## src/rtl/common.sv

```systemverilog
// Shared CNF formula types for the DPLL SAT solver datapath.
// Literal = {var[2:0], pol}; var 0 marks an empty literal slot.
package common;
    typedef logic [3:0] lit_t;

    localparam lit_t ZERO_LIT = 4'b0000;

    typedef struct packed {
        lit_t [4:0] lits;
        logic [2:0] count;
    } clause_t;

    typedef struct packed {
        clause_t [9:0] clauses;
        logic [3:0]    count;
    } formula_t;
endpackage

```

## src/rtl/unit_clause.sv

```systemverilog
// Unit-clause detector: scans a latched formula one clause per cycle and
// reports the first clause with exactly one live literal.
module unit_clause
    import common::*;
(
    input  logic     clock,
    input  logic     reset,
    input  logic     find,
    input  formula_t in_formula,
    output logic     ended,
    output logic     found,
    output lit_t     lit_found
);

    typedef enum logic [1:0] {IDLE, SCAN, DONE} state_t;

    state_t   state_q, state_d;
    formula_t form_q, form_d;
    logic [3:0] idx_q, idx_d;
    logic [3:0] cnt_q, cnt_d;
    logic     ended_q, ended_d;
    logic     found_q, found_d;
    lit_t     lit_q, lit_d;
    clause_t  cur_clause;

    function automatic logic [3:0] clamp_count(input logic [3:0] c);
        return (c > 4'd10) ? 4'd10 : c;
    endfunction

    // Lowest-index slot with a non-zero variable wins; empty clause gives ZERO_LIT.
    function automatic lit_t first_live(input clause_t c);
        lit_t r;
        r = ZERO_LIT;
        for (int i = 4; i >= 0; i--) begin
            if (c.lits[i][3:1] != 3'd0) r = c.lits[i];
        end
        return r;
    endfunction

    always_comb begin
        state_d    = state_q;
        form_d     = form_q;
        idx_d      = idx_q;
        cnt_d      = cnt_q;
        ended_d    = ended_q;
        found_d    = found_q;
        lit_d      = lit_q;
        cur_clause = form_q.clauses[idx_q];

        case (state_q)
            IDLE: begin
                if (find) begin
                    form_d  = in_formula;
                    cnt_d   = clamp_count(in_formula.count);
                    idx_d   = 4'd0;
                    ended_d = 1'b0;
                    found_d = 1'b0;
                    lit_d   = ZERO_LIT;
                    state_d = SCAN;
                end
            end
            SCAN: begin
                if (cnt_q == 4'd0) begin
                    ended_d = 1'b1;
                    found_d = 1'b0;
                    lit_d   = ZERO_LIT;
                    state_d = DONE;
                end else if (cur_clause.count == 3'd1) begin
                    ended_d = 1'b1;
                    found_d = 1'b1;
                    lit_d   = first_live(cur_clause);
                    state_d = DONE;
                end else if (idx_q == cnt_q - 4'd1) begin
                    ended_d = 1'b1;
                    found_d = 1'b0;
                    lit_d   = ZERO_LIT;
                    state_d = DONE;
                end else begin
                    idx_d = idx_q + 4'd1;
                end
            end
            DONE: begin
                if (!find) state_d = IDLE;
            end
            default: state_d = IDLE;
        endcase
    end

    always_ff @(posedge clock) begin
        if (reset) begin
            state_q <= IDLE;
            ended_q <= 1'b0;
            found_q <= 1'b0;
            lit_q   <= ZERO_LIT;
        end else begin
            state_q <= state_d;
            ended_q <= ended_d;
            found_q <= found_d;
            lit_q   <= lit_d;
        end
    end

    // Scan copy and index are only meaningful in SCAN, so they carry no reset.
    always_ff @(posedge clock) begin
        form_q <= form_d;
        idx_q  <= idx_d;
        cnt_q  <= cnt_d;
    end

    assign ended     = ended_q;
    assign found     = found_q;
    assign lit_found = lit_q;

endmodule

```

## config.mk

```make
export PLATFORM = sky130hd
export DESIGN_NAME = unit_clause
export DESIGN_NICKNAME = d
export VERILOG_FILES = /design/src/rtl/common.sv /design/src/rtl/unit_clause.sv
export SDC_FILE = /design/constraint.sdc
export NUM_CORES = 1
export LEC_CHECK = 0
export CORE_MARGIN = 2
export CORE_UTILIZATION = 40
export CTS_BUF_LIST = sky130_fd_sc_hd__clkbuf_8
export CTS_CLUSTER_DIAMETER = 40
export DETAILED_ROUTE_END_ITERATION = 8
export DONT_BUFFER_PORTS = 1
export HOLD_SLACK_MARGIN = 0.15
export PLACE_DENSITY_LB_ADDON = 0.1
export SYNTH_ARGS = -nofsm -noshare
export SYNTH_HDL_FRONTEND = slang
export SYNTH_SLANG_ARGS = --single-unit
```

## constraint.sdc

```tcl
create_clock -name clock -period 7.05 [get_ports clock]
set_clock_uncertainty 0.1 [all_clocks]
set_input_delay 0.705 -clock clock [delete_from_list [all_inputs] [get_ports clock]]
set_output_delay 0.705 -clock clock [all_outputs]
set_load 0.01 [all_outputs]
```

==> results of run 1 <==
[logic make-up after synthesis]
group           count (synthesis)  synth area share [%]
mux                            80                  11.5
buf+inv                        31                  1.94
simple gates                   88                  5.14
compound gates                 76                  5.60
flops                         246                  74.7
fa+ha+maj                       3                 0.384
xor+xnor                        8                 0.716
[per-stage QoR]
step	cells	util (%)
2_1_floorplan	532	-
3_5_place_dp	837	41.7
3_3_place_gp	837	41.7
==> metrics.csv, run 1 <==
metric,value,unit
Synth top area share,73.1,%
Synth area leader,edfxtp_1,
syn_area_per_cell,18.4,sq um
synthesized instance count,532,
main flop type after synthesis,edfxtp_1,
Placed Area,0.0101,sq mm
port buffer count,0,
clock root cell,clkbuf_8,
"Seq/Total Area, Yosys",74.7,%
number of buffers created by CTS,43,
Post-DP HPWL,15.0,mm
top area cells in the synthesized netlist,"edfxtp_1 (73%), mux2i_1 (5.2%), mux4_2 (4.4%), dfxtp_1 (1.6%), mux4_1 (1.3%)",
routability cong.,0.758,
YS warnings,0,
post-CTS sizing,0,
# clock sinks,246,
CTS H-tree depth,2,
post-synthesis register bit count,246,
"count leader, synth",edfxtp_1,
cts hold-fix bufs,184,
synthesized cell area,0.00978,sq mm
die height,160,microns
number of distinct library cells after synthesis,67,
Synthesized Nets,772,
pre-CTS setup slack,3.65,ns
Post-CTS Setup Repair Bufs,0,
Max clock buf depth,3,
first error,[ERROR RSZ-0060] Max buffer count reached.,
status,did not finish,
most frequent cells after synthesis,"edfxtp_1 (238), mux2i_1 (51), nor2_1 (21), mux4_2 (19), nand2_1 (13)",
Die W,160,microns
last stage reached,clock tree synthesis,
Initial Utilization,40.5,%
"EDFF count, synth",238,
IO Count,243,
# rows,57,
ys async rst share,0,%
==> inputs of run 2 (changes only) <==
CORE_UTILIZATION = 25   (was 40)
CTS_BUF_LIST = not set   (was sky130_fd_sc_hd__clkbuf_8)
CTS_CLUSTER_DIAMETER = not set   (was 40)
HOLD_SLACK_MARGIN = not set   (was 0.15)
PLACE_DENSITY_LB_ADDON = 0.15   (was 0.1)
clock period = 9.2 ns   (was 7.05 ns; I/O delays follow)
==> run 2 against run 1 <==
  * The flow now finishes without violations
  * Area after synthesis is the same
  * Synthesized cell count is the same
==> metrics.csv, run 2 <==
metric,value,unit,change
CTS H-tree depth,1,,-1
die height,202,microns,+26%
Post-DP HPWL,18.3,mm,+22%
CP arrival,3.98,ns,
Die W,202,microns,+26%
# rows,72,,+26%
global-route wire length before repair,36.5,mm,
sw frac,27.4,%,
Clock Power Share,35.9,%,
Synthesized Nets,772,,unchanged
setup TNS,0,ns,
number of global-route vias before repair,5270,,
Max-slew headroom,24.2,%,
Iter 0 DRT Violations,318,,
total number of vias,4888,,
reg2reg start,idx_q[1],,
max FFs per register,230,,
Clock Latency Late Sink,0.56,ns,
sw power,849,uW,
top area cells in the synthesized netlist,"edfxtp_1 (73%), mux2i_1 (5.2%), mux4_2 (4.4%), dfxtp_1 (1.6%), mux4_1 (1.3%)",,
HP Class,input port to flop,,
Final Util,29.1,%,
WL final,25.7,mm,
maximum vdd drop,0.133,mV,
number of distinct library cells after synthesis,67,,unchanged
Initial Utilization,25.3,%,-15 points
Synth area leader,edfxtp_1,,
fin crit period,3.89,ns,
"EDFF count, synth",238,,unchanged
CP startpoint,idx_q[1],,
main flop type after synthesis,edfxtp_1,,
CTS tree,built,,
number of remaining DRC errors,0,,
Power Dens Cells,276,mW/mm^2,
sequential power share,45.9,%,
Reg2Reg Depth,5,,
largest register by flop count,form_q,,
startpoint types,flop,,
Hold Path Depth,1,,
crit-path max FO,48,,
total of max-cap violations,0,,
synthesized instance count,532,,unchanged
post-CTS sizing,0,,unchanged
clock root cell,clkbuf_16,,
grt total ovfl,0,,
Design Power,3110,uW,
"commonest non-fill, non-tap cell in the layout",edfxtp_1,,
routability cong.,0.748,,-1.3%
Int Pwr,2260,uW,
drt wl/cell,23.6,microns,
final cell count without fillers,1087,,
Worst-Margin Slew,1.14,ns,
hold path startpoint,reset,,
Final Cycle Share,42.3,%,
RSZ-0062 raised after global routing,false,,
Combinational Power Share,18.2,%,
status,"complete, no violations",,
IO Count,243,,unchanged
routed vias/inst,4.50,,
Max Clock Freq,0.257,GHz,
most frequent cells after synthesis,"edfxtp_1 (238), mux2i_1 (51), nor2_1 (21), mux4_2 (19), nand2_1 (13)",,
"count leader, synth",edfxtp_1,,
placed cell count,1030,,+23%
die area,0.0407,sq mm,
Leak,0.00365,uW,
synthesized cell area,0.00978,sq mm,unchanged
Tot GR Track Use,12.5,%,
clk slew on worst S/H paths,0.06,ns,
cts hold-fix bufs,0,,-100%
Post-CTS Setup Repair Bufs,0,,unchanged
ys async rst share,0,%,unchanged
Synth top area share,73.1,%,unchanged
drt pass-1 iters,5,,
Final setup viols,0,,
YS warnings,0,,unchanged
most frequent cells in the layout,"edfxtp_1 (238), mux2i_1 (51), clkbuf_16 (29), nor2_1 (21), mux4_2 (19)",,
antenna violations before repair,11,,
Hold Fails Final Rpt,0,,
Core ar.,0.0386,sq mm,
Setup CP Type,flop to flop,,
post-synthesis register bit count,246,,unchanged
port buffer count,0,,unchanged
number of buffers created by CTS,29,,-33%
Fin Hold WS,0.331,ns,
Max clock buf depth,3,,unchanged
share of cells above drive strength 1,15.0,%,
CP Capture Type,flop,,
"Slew Viols, Final",0,,
ANT nets after route,0,,
syn_area_per_cell,18.4,sq um,unchanged
pin count of the biggest net entering global routing,167,,
Synth-to-Final Area Change,15.0,%,
worst endpoint required time,9.29,ns,
# clock sinks,246,,unchanged
"Seq/Total Area, Yosys",74.7,%,unchanged
Final Net Count,783,,
run 2: layout make-up:
cell class / instances / area (sq um)
inverter: 5 / 26.3
tap: 518 / 648
timing repair buffer: 6 / 45.0
multi-input combinational: 255 / 2290
sequential: 246 / 7310
clock buffer: 38 / 759
antenna: 4 / 10.0
fill: 3835 / 27400
clock inverter: 15 / 169
run 2: routing by layer:
layer  track usage, %  vias to the layer above  wire (microns)
li1                 -                     2197               -
met1             14.2                     2444            9770
met2             21.5                      170           13100
met3             5.01                       63            1990
met4             3.73                       14             747
met5                0                        -              92
run 2: metrics by stage:
step | worst slack [ns] | instance area, sq um
6_report | 5.31 | 11300
5_1_grt | 5.05 | 11200
4_1_cts | 5.23 | 11200
3_5_place_dp | 5.24 | 10300
3_3_place_gp | 5.28 | 10300
2_1_floorplan | 2.17 | 9780
run 2: path summary, 6_finish.rpt:
| kind | to | slack [ns] |
|---|---|---|
| worst max register to register | idx_q[2] | 5.31 |
| worst max-delay path | idx_q[2] | 5.31 |
| worst min-delay path | state_q[1] | 0.33 |
| worst min register to register | state_q[1] | 0.43 |
run 2: cells by family (layout without fill, tap and decap cells):
family / Yosys count / after routing / share of synthesized area (%)
AND/OR/NAND/NOR: 88 / 88 / 5.14
flip-flops: 246 / 246 / 74.7
AO/OA/AOI/OAI: 76 / 76 / 5.60
XOR/XNOR: 8 / 8 / 0.716
buffers and inverters: 31 / 64 / 1.94
other: 0 / 4 / 0
multiplexers: 80 / 80 / 11.5
adder cells (fa/ha/maj): 3 / 3 / 0.384
run 2: power groups by stage:
stage / Sequential (uW) / Combinational, uW / Clock (uW)
after floorplan: 1460 / 420 / 0
after global placement: 1450 / 575 / 0
after detailed placement: 1450 / 582 / 0
after CTS: 1430 / 584 / 1160
after global routing: 1440 / 620 / 1190
final: 1430 / 565 / 1110
run 2: critical path: stages, from the launching register on:
cell       delay (ns)
edfxtp_1         0.84
buf_4            0.76
mux4_2           0.63
o2bb2ai_1        0.30
o21ai_0          0.20
o21ai_0          0.61
(Power assumes the default switching activity.)
==> inputs of run 3 (changes only) <==
ABC_AREA = 1   (was not set)
clock period = 3.6 ns   (was 9.2 ns; I/O delays follow)
==> run 3 against run 2 <==
  * Combinational power rose to 3.4 times the previous value
  * Sequential power rose to 2.6 times the previous value
  * Critical path depth rose by 9
  * Largest power group unchanged
  * Core utilization rose by 5.5 points
  * Setup slack got worse by 4.4 ns
  * Sequential share of layout area fell by 13 points
  * Synthesized cell count rose by 59%
  * Largest cell class unchanged
  * Final cell count rose by 51%
  * First-iteration DRC count rose by 21%
  * Hold slack got worse by 0.30 ns
  * Clock power rose to 2.5 times the previous value
  * Fmax rose by 47%
==> metrics.csv, run 3 <==
metric,value,unit,change
Max-slew headroom,43.5,%,+19 points
CP Capture Type,flop,,
Post-CTS Setup Repair Bufs,0,,unchanged
drt wl/cell,18.7,microns,-21%
crit-path cells,buf_4 -> o21ai_0 -> o21ai_0 -> nand2_1 -> nand3_1 -> nor2_1 -> nand2_1 -> inv_2 -> nor2_1 -> nor2_1 -> nand2_1 -> nand2_1 -> nand2_1 -> a21oi_2,,
"commonest non-fill, non-tap cell in the layout",edfxtp_1,,
Synthesized Nets,1087,,+41%
GRT busiest layer,met2,,
Setup CP Type,flop to flop,,
Core ar.,0.0406,sq mm,+4.9%
CTS H-tree depth,1,,unchanged
# rows,74,,+2.8%
r2r setup slk,0.95,ns,-4.36 ns
synthesized cell area,0.0102,sq mm,+4.5%
Synth area leader,edfxtp_1,,
clock root cell,clkbuf_16,,
Final setup viols,0,,unchanged
most frequent cells in the layout,"edfxtp_1 (238), dlygate4sd3_1 (237), nand2_1 (177), nor2_1 (98), nand3_1 (62)",,
worst endpoint required time,3.94,ns,-5.35 ns
Initial Utilization,25.2,%,-0.11 points
Crit path top cell by count,nand2_1,,
total number of vias,7031,,+44%
Reg2Reg Depth,14,,+9
ANT nets after route,0,,unchanged
number of remaining DRC errors,0,,unchanged
grt total ovfl,0,,unchanged
post-route setup slack,0.949,ns,-4.36 ns
GRT met2 Usage,24.7,%,+3.3 points
delay of the slowest critical-path stage,0.57,ns,-0.27 ns
Leak,0.00522,uW,+43%
"count leader, synth",edfxtp_1,,
number of global-route vias before repair,7370,,+40%
critical path's slowest cell,buf_4,,
startpoint types,flop,,
setup TNS,0,ns,unchanged
Synth top area share,69.9,%,-3.1 points
IO Count,243,,unchanged
total of max-cap violations,0,,unchanged
Final Net Count,1328,,+70%
"Slew Viols, Final",0,,unchanged
routability cong.,0.760,,+1.6%
most frequent cells after synthesis,"edfxtp_1 (238), nand2_1 (179), nor2_1 (99), nand3_1 (62), inv_1 (60)",,
RSZ-0062 raised after global routing,false,,
global-route wire length before repair,44.8,mm,+23%
Post-DP HPWL,20.4,mm,+11%
top area cells in the synthesized netlist,"edfxtp_1 (70%), nand2_1 (6.6%), nor2_1 (3.6%), nand3_1 (3.0%), inv_1 (2.2%)",,
routed vias/inst,4.27,,-5.0%
die height,206,microns,+2.2%
Final Cycle Share,73.6,%,+31 points
hold path startpoint,in_formula[0],,
reg2reg start,idx_q[1],,
antenna violations before repair,4,,-7
worst r2r dst,lit_found[1],,
crit-path max FO,44,,-8.3%
number of distinct library cells after synthesis,46,,-31%
# clock sinks,246,,unchanged
met1 usage in global routing,17.9,%,+3.7 points
CP arrival,2.99,ns,-0.99 ns
Power Dens Cells,595,mW/mm^2,+120%
CTS tree,built,,
pre-CTS setup slack,0.909,ns,-4.34 ns
Tot GR Track Use,14.2,%,+1.7 points
post-synthesis register bit count,246,,unchanged
final instance area,0.0141,sq mm,+25%
share of cells above drive strength 1,7.29,%,-7.8 points
status,"complete, no violations",,
synthesized instance count,847,,+59%
HP Class,input port to flop,,
drt pass-1 iters,4,,-1
Synth-to-Final Area Change,37.5,%,
Max Clock Freq,0.377,GHz,+47%
clk slew on worst S/H paths,0.06,ns,about the same
port buffer count,0,,unchanged
Hold Fails Final Rpt,0,,unchanged
Hold Path Depth,3,,+2
Placed Area,0.0108,sq mm,+4.4%
WL final,30.8,mm,+20%
max FFs per register,230,,unchanged
ys async rst share,0,%,unchanged
Max clock buf depth,3,,unchanged
"EDFF count, synth",238,,unchanged
number of buffers created by CTS,30,,+3.4%
maximum vdd drop,0.339,mV,+160%
Global Route met3 Usage,2.76,%,-2.3 points
Clock Latency Late Sink,0.58,ns,+0.02 ns
Worst Hold End,cnt_q[0],,
fin crit period,2.65,ns,-1.24 ns
largest register by flop count,form_q,,
Die W,206,microns,+2.2%
YS warnings,0,,unchanged
"Seq/Total Area, Yosys",71.5,%,-3.2 points
main flop type after synthesis,edfxtp_1,,
Iter 0 DRT Violations,386,,+21%
syn_area_per_cell,12.1,sq um,-34%
pin count of the biggest net entering global routing,128,,-23%
die area,0.0425,sq mm,+4.4%
Worst-Margin Slew,0.847,ns,-0.289 ns
run 3: changes by cell type in the layout (fill, tap and decap cells not counted), moves of 8 or more:
| cell | before | now |
|---|---|---|
| clkinv_1 | 1 | 9 |
| mux2i_1 | 51 | 2 |
| nand3_1 | 5 | 62 |
| nand2_1 | 13 | 177 |
| a21oi_1 | 9 | 18 |
| dlygate4sd3_1 | 0 | 237 |
| o21ai_1 | 2 | 12 |
| inv_1 | 4 | 59 |
| nor2_1 | 21 | 98 |
| mux4_2 | 19 | 0 |
| o21ai_0 | 11 | 42 |
| o211ai_1 | 1 | 16 |
run 3: stage by stage:
step | power, uW | util (%) | hold slack, ns | std cells
after floorplan | 4930 | - | 0.359 | 847
after global placement | 5460 | 26.6 | 0.328 | 1351
after detailed placement | 5460 | 26.6 | 0.329 | 1351
after CTS | 8540 | 34.6 | 0.00422 | 1643
after global routing | 8840 | 34.7 | 0.0437 | 1645
final | 8360 | 34.7 | 0.0317 | 1645
run 3: per-layer routing:
metal  share of wire [%]  wire, microns  vias to the layer above
li1                    -              -                     3435
met1                  43          13400                     3381
met2                  50          15400                      165
met3                 4.5           1370                       46
met4                 2.1            646                        4
met5               0.062             19                        -
run 3: cells by family (layout without fill, tap and decap cells):
family	after synthesis	in the layout	synth area share (%)
DFF	246	246	71.5
muxes	2	2	0.196
xor gates and xnor gates	4	4	0.343
adders and majority gates	3	3	0.367
other	0	2	0
AOI/OAI and AO/OA	116	116	7.00
buffers and inverters	107	371	5.14
and+or+nand+nor	369	369	15.5
run 3: critical path, delay by kind of cell, from the launching register on:
family / cells / cell delay [ns]
flip-flops: 1 / 0.39
AO/OA/AOI/OAI: 3 / 0.63
buffers and inverters: 2 / 0.63
AND/OR/NAND/NOR: 9 / 0.72
run 3: worst max path at each step:
stage | start | to | slack, ns | cells past startpoint
CTS | idx_q[1] | lit_found[1] | 0.84 | 14
global route | idx_q[1] | lit_found[1] | 0.62 | 14
detailed placement | idx_q[1] | lit_found[1] | 0.91 | 14
finish | idx_q[1] | lit_found[1] | 0.95 | 14
global placement | idx_q[1] | lit_found[1] | 0.93 | 14
floorplan | state_q[0] | idx_q[0] | -1.62 | 5
run 3: area by class of cell:
class | instances | area, sq um
antenna | 2 | 5.00
clock buffer | 37 | 777
clock inverter | 18 | 131
fill | 4057 | 26500
inverter | 69 | 267
multi-input combinational | 494 | 2410
sequential | 246 | 7310
tap | 532 | 666
timing repair buffer | 247 | 2500
run 3: repair_timing:
item	in CTS	in global routing
gates resized for setup	0	0
setup endpoints to repair	0	0
hold buffers	237	0
hold endpoints to repair	242	0
run 3: power breakdown:
part / internal [uW] / total (uW) / leakage, uW / switching, uW
combinational: 645 / 1900 / 0.00244 / 1260
sequential: 3540 / 3650 / 0.00235 / 112
clock: 1600 / 2810 / 0.000433 / 1210
==> inputs of run 4 (changes only) <==
clock period = 2.15 ns   (was 3.6 ns; I/O delays follow)
==> run 4 against run 3 <==
  * The run now ends with negative hold slack, negative setup slack left
  * Global-route usage rose by 1.3 points
  * Routed wire length rose by 8.8%
  * Non-clock buffer count rose by 93
  * Die area did not move
  * Final area rose by 9.0%
  * Core utilization rose by 3.1 points
  * Sequential share of layout area fell by 4.3 points
  * Hold slack got worse by 0.43 ns
  * Final cell count rose by 5.2%
  * Sequential power rose by 67%
  * Critical path type unchanged
  * Highest routed layer is now met4
==> metrics.csv, run 4 (synthesis results as in run 3) <==
metric,value,unit,change
critical path's top delay family,simple AND/OR/NAND/NOR gates,,
HP Class,input port to flop,,
worst r2r dst,lit_found[0],,
# clock sinks,246,,unchanged
"commonest non-fill, non-tap cell in the layout",edfxtp_1,,
reg2reg start,idx_q[0],,
Setup CP Type,flop to flop,,
"Slew Viols, Final",0,,unchanged
fillers,3961,,-2.4%
WP buf/inv,4,,+2
startpoint types,flop,,
pre-CTS setup slack,-0.314,ns,-1.22 ns
largest register by flop count,form_q,,
maximum vdd drop,0.660,mV,+95%
worst endpoint required time,2.50,ns,-1.44 ns
clock root cell,clkbuf_16,,
crit-path cells,buf_6 -> buf_12 -> buf_16 -> nor2_2 -> nor2_1 -> o21ai_2 -> nand2_1 -> nand2_1 -> inv_1 -> nor2_2 -> nand2_2 -> nor2_2 -> nand2_1 -> nand3_2 -> nand2_1 -> nand2_1 -> nand2_1 -> nand2_1 -> a21oi_2,,
CTS tree,built,,
crit-path max FO,6,,-86%
die area,0.0425,sq mm,unchanged
WL final,33.5,mm,+8.8%
die height,206,microns,unchanged
most frequent cells in the layout,"edfxtp_1 (238), dlygate4sd3_1 (235), nand2_1 (164), nor2_1 (85), buf_4 (72)",,
Synth-to-Final Area Change,49.9,%,
Worst Hold End,state_q[0],,
pin count of the biggest net entering global routing,58,,-55%
CP arrival,2.59,ns,-0.40 ns
number of remaining DRC errors,0,,unchanged
Final setup viols,4,,+4
CTS H-tree depth,1,,unchanged
setup TNS,-0.277,ns,-0.277 ns
hold path startpoint,reset,,
placed cell count,1423,,+5.3%
IO Count,243,,unchanged
Core ar.,0.0406,sq mm,unchanged
ANT nets after route,0,,unchanged
post-route setup slack,-0.0901,ns,-1.04 ns
drt wl/cell,19.4,microns,+3.4%
cts hold-fix bufs,235,,-0.84%
grt total ovfl,0,,unchanged
Final Net Count,1420,,+6.9%
Die W,206,microns,unchanged
port buffer count,0,,unchanged
max FFs per register,230,,unchanged
Iter 0 DRT Violations,397,,+2.8%
number of global-route vias before repair,7967,,+8.1%
Reg2Reg Depth,19,,+5
status,"complete, but fails checks",,
RSZ-0062 raised after global routing,true,,
Leak,0.00585,uW,+12%
delay of the slowest critical-path stage,0.40,ns,-0.17 ns
Max-slew headroom,64.2,%,+21 points
r2r setup slk,-0.09,ns,-1.04 ns
CP Capture Type,flop,,
Hold Fails Final Rpt,8,,+8
total of max-cap violations,0,,unchanged
Placed Area,0.0115,sq mm,+6.5%
fin crit period,2.24,ns,-0.411 ns
Final Cycle Share,104,%,+31 points
Power Dens Cells,1020,mW/mm^2,+71%
Hold Path Depth,1,,-2
clk slew on worst S/H paths,0.06,ns,about the same
Initial Utilization,25.2,%,unchanged
failing checks,"negative hold slack, negative setup slack",,
routability cong.,0.746,,-1.8%
global-route wire length before repair,48.5,mm,+8.3%
number of buffers created by CTS,29,,-3.3%
final cell count without fillers,1731,,+5.2%
Fin Hold WS,-0.401,ns,-0.432 ns
final instance area,0.0153,sq mm,+9.0%
# rows,74,,unchanged
critical path's slowest cell,edfxtp_1,,
drt pass-1 iters,4,,unchanged
Max clock buf depth,3,,unchanged
Tot GR Track Use,15.4,%,+1.3 points
Max Clock Freq,0.446,GHz,+18%
Crit path top cell by count,nand2_1,,
share of cells above drive strength 1,18.9,%,+12 points
Post-DP HPWL,22.2,mm,+9.1%
routed vias/inst,4.29,,+0.29%
Clock Latency Late Sink,0.58,ns,about the same
antenna violations before repair,1,,-3
CP startpoint,idx_q[0],,
total number of vias,7420,,+5.5%
Worst-Margin Slew,0.536,ns,-0.311 ns
==> run 4: per-stage QoR <==
stage / utilization [%] / total power (uW)
3_5_place_dp: 28.3 / 9840
5_1_grt: 37.8 / 16400
2_1_floorplan: - / 8260
4_1_cts: 37.6 / 15700
6_report: 37.8 / 15600
3_3_place_gp: 28.3 / 9870
==> run 4: how the worst max path moves through the flow <==
stage | slack [ns] | end | cells after the start
after floorplan | -3.06 | idx_q[0] | 5
after global placement | -0.32 | lit_found[2] | 13
after detailed placement | -0.31 | lit_found[2] | 13
after CTS | -0.06 | lit_found[0] | 17
after global routing | -0.24 | lit_found[0] | 18
final | -0.09 | lit_found[0] | 19
==> run 4: per-layer routing <==
| metal | vias up | wire length [microns] | track usage [%] |
|---|---|---|---|
| li1 | 3614 | - | - |
| met2 | 189 | 16600 | 27.3 |
| met5 | - | 0 | 0 |
| met4 | 0 | 556 | 3.42 |
| met3 | 34 | 1690 | 2.84 |
| met1 | 3583 | 14600 | 19.6 |
==> run 4: power breakdown <==
| part | switching (uW) | internal [uW] | total, uW |
|---|---|---|---|
| Clock | 1980 | 2820 | 4800 |
| Combinational | 2630 | 2080 | 4710 |
| Sequential | 181 | 5910 | 6100 |
==> run 4: worst register-to-register path, cell delays in order (launching register included) <==
cell	delay, ns
edfxtp_1	0.40
buf_6	0.17
buf_12	0.14
buf_16	0.15
nor2_2	0.11
nor2_1	0.05
o21ai_2	0.08
nand2_1	0.08
nand2_1	0.08
inv_1	0.05
nor2_2	0.13
nand2_2	0.08
nor2_2	0.13
nand2_1	0.08
nand3_2	0.05
nand2_1	0.04
nand2_1	0.05
nand2_1	0.05
nand2_1	0.07
a21oi_2	0.05
==> run 4: what timing repair did <==
item,CTS,global route
resized for setup,74,15
endpoints found under the hold margin,242,8
pin swaps,25,11
endpoints found under the setup margin,9,11
cloned,5,1
buffers inserted,14,3
==> run 4: layout make-up <==
class	instances	area [sq um]	area share (%)
Timing Repair Buffer	340	3540	23.1
Tap cell	532	666	4.34
Clock buffer	34	744	4.86
Sequential cell	246	7310	47.7
Multi-Input combinational cell	494	2620	17.1
Clock inverter	15	171	1.12
Antenna cell	1	2.50	0.0163
Inverter	69	277	1.80
